--- src/rtl/pipe_pkg.sv ---
// Shared definitions for the MIPS pipeline-stage registers.
package pipe_pkg;

  // Occupancy of a stage register, doubles as the encoded occupancy output
  typedef enum logic [1:0] {
    ST_EMPTY = 2'd0,
    ST_ONE   = 2'd1,
    ST_FULL  = 2'd2
  } occ_e;

  // Per-slot write control: clr wins over en
  typedef struct packed {
    logic en;
    logic clr;
  } slot_ctl_t;

  localparam logic [31:0] MIPS_NOP = 32'h0000_0000;

  // Payload widths of the four inter-stage registers
  localparam int IF_ID_W  = 64;              // {pc+4, instr}
  localparam int ID_EX_W  = 4*32 + 3*5 + 9;  // {pc+4, rs_val, rt_val, imm, rs, rt, rd, ctrl}
  localparam int EX_MEM_W = 2*32 + 5 + 5;    // {alu_res, rt_val, dst, ctrl}
  localparam int MEM_WB_W = 2*32 + 5 + 2;    // {mem_data, alu_res, dst, ctrl}

endpackage

--- src/rtl/reg_en_clr.sv ---
// Data register with async active-low reset, load enable and sync clear.
module reg_en_clr
  import pipe_pkg::*;
#(
  parameter int                DATA_W  = 64,
  parameter logic [DATA_W-1:0] RST_VAL = '0
) (
  input  logic              clk,
  input  logic              rst,
  input  logic              en,
  input  logic              clr,
  input  logic [DATA_W-1:0] d,
  output logic [DATA_W-1:0] q
);

  // Clear takes priority over a load in the same cycle
  always_ff @(posedge clk or negedge rst) begin
    if (!rst)      q <= RST_VAL;
    else if (clr)  q <= RST_VAL;
    else if (en)   q <= d;
  end

endmodule

--- src/rtl/pipe_stage_reg.sv ---
// Pipeline-stage register with valid/ready handshake and a 2-entry skid
// buffer. Slot 0 is the head (drives out_data), slot 1 the skid slot.
module pipe_stage_reg
  import pipe_pkg::*;
#(
  parameter int                DATA_W     = 64,
  parameter logic [DATA_W-1:0] BUBBLE_VAL = {DATA_W{1'b0}},
  parameter int                CNT_W      = 16
) (
  input  logic              clk,
  input  logic              rst,
  input  logic              flush,
  input  logic              in_valid,
  output logic              in_ready,
  input  logic [DATA_W-1:0] in_data,
  output logic              out_valid,
  input  logic              out_ready,
  output logic [DATA_W-1:0] out_data,
  output logic [1:0]        occupancy,
  output logic [CNT_W-1:0]  stall_cnt
);

  localparam logic [CNT_W-1:0] CNT_MAX = '1;

  occ_e                   state_q, state_d;
  logic                   in_ready_q;
  logic                   accept, drain;
  slot_ctl_t [1:0]        ctl;
  logic [1:0][DATA_W-1:0] slot_d, slot_q;
  logic [CNT_W-1:0]       stall_q;

  assign accept    = in_valid & in_ready_q;
  assign drain     = out_valid & out_ready;
  assign out_valid = (state_q != ST_EMPTY);
  assign in_ready  = in_ready_q;
  assign out_data  = slot_q[0];
  assign occupancy = state_q;
  assign stall_cnt = stall_q;

  // Next occupancy and slot writes; flush overrides any handshake
  always_comb begin
    state_d   = state_q;
    ctl       = '0;
    slot_d[0] = in_data;
    slot_d[1] = in_data;
    if (flush) begin
      state_d    = ST_EMPTY;
      ctl[0].clr = 1'b1;
      ctl[1].clr = 1'b1;
    end else begin
      case (state_q)
        ST_EMPTY: if (accept) begin
          state_d   = ST_ONE;
          ctl[0].en = 1'b1;
        end
        ST_ONE: begin
          if (accept && drain) begin
            ctl[0].en = 1'b1;
          end else if (accept) begin
            state_d   = ST_FULL;
            ctl[1].en = 1'b1;
          end else if (drain) begin
            state_d = ST_EMPTY;
          end
        end
        ST_FULL: if (drain) begin
          state_d   = ST_ONE;
          ctl[0].en = 1'b1;
          slot_d[0] = slot_q[1];
        end
        default: state_d = ST_EMPTY;
      endcase
    end
  end

  // Main and skid payload slots
  for (genvar i = 0; i < 2; i++) begin : g_slot
    reg_en_clr #(
      .DATA_W  (DATA_W),
      .RST_VAL (BUBBLE_VAL)
    ) u_slot (
      .clk (clk),
      .rst (rst),
      .en  (ctl[i].en),
      .clr (ctl[i].clr),
      .d   (slot_d[i]),
      .q   (slot_q[i])
    );
  end

  // Occupancy state and registered ready (no comb path from out_ready)
  always_ff @(posedge clk or negedge rst) begin
    if (!rst) begin
      state_q    <= ST_EMPTY;
      in_ready_q <= 1'b1;
    end else begin
      state_q    <= state_d;
      in_ready_q <= (state_d != ST_FULL);
    end
  end

  // Saturating count of back-pressured cycles; flush does not clear it
  always_ff @(posedge clk or negedge rst) begin
    if (!rst)                                          stall_q <= '0;
    else if (out_valid && !out_ready && stall_q != CNT_MAX) stall_q <= stall_q + CNT_W'(1);
  end

endmodule
--- config.mk ---
export PLATFORM = sky130hd
export DESIGN_NAME = pipe_stage_reg
export DESIGN_NICKNAME = d
export VERILOG_FILES = /design/src/rtl/pipe_pkg.sv /design/src/rtl/reg_en_clr.sv /design/src/rtl/pipe_stage_reg.sv
export SDC_FILE = /design/constraint.sdc
export NUM_CORES = 1
export LEC_CHECK = 0
export CORE_MARGIN = 1.5
export CORE_UTILIZATION = 54
export DETAILED_ROUTE_END_ITERATION = 8
export DONT_BUFFER_PORTS = 1
export PLACE_DENSITY = 0.7
export SLEW_MARGIN = 20
export SYNTH_ARGS = -nofsm -noshare
export SYNTH_HDL_FRONTEND = slang
export SYNTH_SLANG_ARGS = --single-unit
export TNS_END_PERCENT = 50
--- constraint.sdc ---
create_clock -name clk -period 4.2 [get_ports clk]
set_clock_uncertainty 0.1 [all_clocks]
set_input_delay 0.42 -clock clk [delete_from_list [all_inputs] [get_ports clk]]
set_output_delay 0.42 -clock clk [all_outputs]
set_load 0.02 [all_outputs]
==> impl_metrics.ini <==
[global_route]
antenna_found_initial = 0
grt_pass1_wl_um = 23100
grt_pass1_vias = 4540
grt_max_degree = 148
track_usage = 0.231
grt_overflow = 0

[logic_synthesis]
synth-seq-cells = 147
synth_area_leader_cell = dfrtp_1
syn_avg_cell_area_sq_um = 10.1
async_reset_ff_frac = 1.00
syn-cell-area_sq_mm = 0.00656
ys_types = 35
synth_edf_count = 0
syn_nets = 718
synth_common_cells = dfrtp_1, nand2_1, nor2_1
yosysMostFrequentCell = dfrtp_1
synth_cells = 648
ys_seq_area_frac = 0.561
yosysWarningCount = 0
synth-main-ff-cell = dfrtp_1
ys_top_cells_by_area = dfrtp_1, mux2i_1, nand2_1
post-synth-top-area-fraction = 0.557

[placed_design]
io_buffer_count = 0
gp_congestion = 0.742
hpwl_um = 8360
detailedPlace.worstSlack_ps = 1600

[detailed_routing]
drt_first_pass_iters = 4
drt-vias-per-instance = 5.80
wl_per_cell_um = 17.7
ant_nets = 0
drt-total-wl_um = 13900
vias = 4555
drtIter0Drc = 272
drc = 0

[timing]
fin_crit_ps = 2540
slew_viol_final = 0
fmax_mhz = 393
setup_viol = 0
final.period_utilization = 0.606
setup_tns_ps = 0
rsz0062_at_grt = no
setup_ws_ps = 1660
relSlewSlack = 0.266
final_hold_viol_count = 0
worstMarginPinSlew_ps = 1100

[die]
die_h_um = 113
start_util = 0.550
ioPinCount = 153
rows = 40
fp.coreArea_sq_mm = 0.0119
fp.dieArea_sq_mm = 0.0128
dieWidth_um = 113

[power_and_ir_drop]
p_leak_nw = 3.52
power_density_mw_per_mm2 = 476
peakVddDrop_mv = 0.246

[flow_run]
maxCapViolCount = 0

[cts]
cts_buffers = 17
clk_pin_slew_ps = 60
clkLatencyLatePin_ps = 420
post-cts-setup-buffer-count = 0
cts_tree = yes
clock-sinks = 147
clockBufferDepth = 2
root_buffer = clkbuf_16
htree_num_levels = 4

[layout]
n_fill_cell = 995
final_util = 0.605
syn_to_final_growth_pct = 9.89
drive_above_1_share = 0.0705
nNetsFinal = 696
num_antenna_cells = 0

[setup_path]
setup.worst_path.start = occupancy[1]
endpoint = g_slot[1].u_slot.q[52]
crit_path_start_kind = flop
critical_path_required_ps = 4440
rr_worst_depth = 5
worst_ep_arrival_time_ps = 2780
r2r_setup_slack_ps = 1660
critPathCaptureType = flop
crit_type = reg -> reg
cp_max_fo = 50
r2r_end = g_slot[1].u_slot.q[52]
r2r_start = occupancy[1]

[hold_path]
hp-class = in -> reg

[outcome]
outcome = completed
final cells by class:
cell class                 instances  area, sq um  area share
clock inverter                     4         45.0     0.00625
inverter                           3         11.3     0.00156
timing repair buffer               7         98.8      0.0137
clock buffer                      27          523      0.0726
multi-input combinational        450         2660       0.369
tap                              147          184      0.0255
sequential                       147         3680       0.511
cell families after synthesis:
family	Yosys count	synth area share
simple gates	235	0.151
flops	147	0.561
compound gates	134	0.130
mux	66	0.101
buf+inv	51	0.0359
xor+xnor	14	0.0187
fa+ha+maj	1	0.00191
what timing repair did:
action                                 4_1_cts  5_1_grt
endpoints found under the hold margin      276        0
gates resized for setup                      0        0
hold buffers                                 3        0
layout by cell type (no fill, tap or decap), drive strengths merged:
master       count
or3              1
mux2             2
a31oi            2
clkinv           3
dlygate4sd3      1
dfrtp          146
ha               1
a211oi          64
mux2i           64
nand3            4
xor2            10
nand3b           2
nand4b           2
a21oi           65
nor4bb           1
clkbuf          27
bufinv           1
nand2b           3
a211o            1
dfstp            1
nor2            72
xnor2            4
or4              1
nand2          134
nand4            4
nor2b            1
nor4             4
or2              1
buf              6
o21bai           1
nor3             5
inv              3
o31ai            1
state kept, by name, summed over array words and instances, names as in the netlist:
signal           count
in_ready             1
g_slot.u_slot.q    128
occupancy            2
stall_cnt           16
per-stage QoR:
step	hold WS, ps	power (mW)	cell area, sq um	std cells
2_1_floorplan	24.4	1.92	6560	648
3_3_place_gp	28.3	1.95	6570	751
3_5_place_dp	27.6	1.96	6570	751
4_1_cts	8.96	3.47	7200	785
5_1_grt	6.79	3.58	7200	785
6_report	22.5	3.43	7200	785
metal layers:
layer / part of all wire / track usage / routed length (um) / vias to the layer above
met5: 0 / 0 / 0 / -
met2: 0.48 / 0.360 / 6640 / 125
met3: 0.081 / 0.0953 / 1120 / 25
met4: 0.021 / 0.0942 / 287 / 0
li1: - / - / - / 2205
met1: 0.42 / 0.288 / 5830 / 2200
how the worst min path moves through the flow:
stage                      startpoint                endpoint  slack, ps  cells after the start
after floorplan                   rst   g_slot[0].u_slot.q[0]         20                      0
after global placement            rst  g_slot[0].u_slot.q[33]         30                      0
after detailed placement          rst  g_slot[0].u_slot.q[32]         30                      0
after CTS                   out_ready                in_ready          9                      1
after global routing        out_ready                in_ready          7                      1
final                     in_data[17]  g_slot[1].u_slot.q[17]         20                      2
power breakdown:
part,total (mW),switching (mW),internal [mW]
Clock,1.44,0.540,0.903
Combinational,0.280,0.176,0.104
Sequential,1.71,0.195,1.51
Total,3.43,0.910,2.52
critical path: stages, from the launching register on:
cell and delay [ps]:
dfrtp_1 630, nand4b_1 270, nand2b_2 860, buf_4 360
nand2_1 80, a21oi_1 140
No activity file was read; power rests on OpenSTA's default activity.
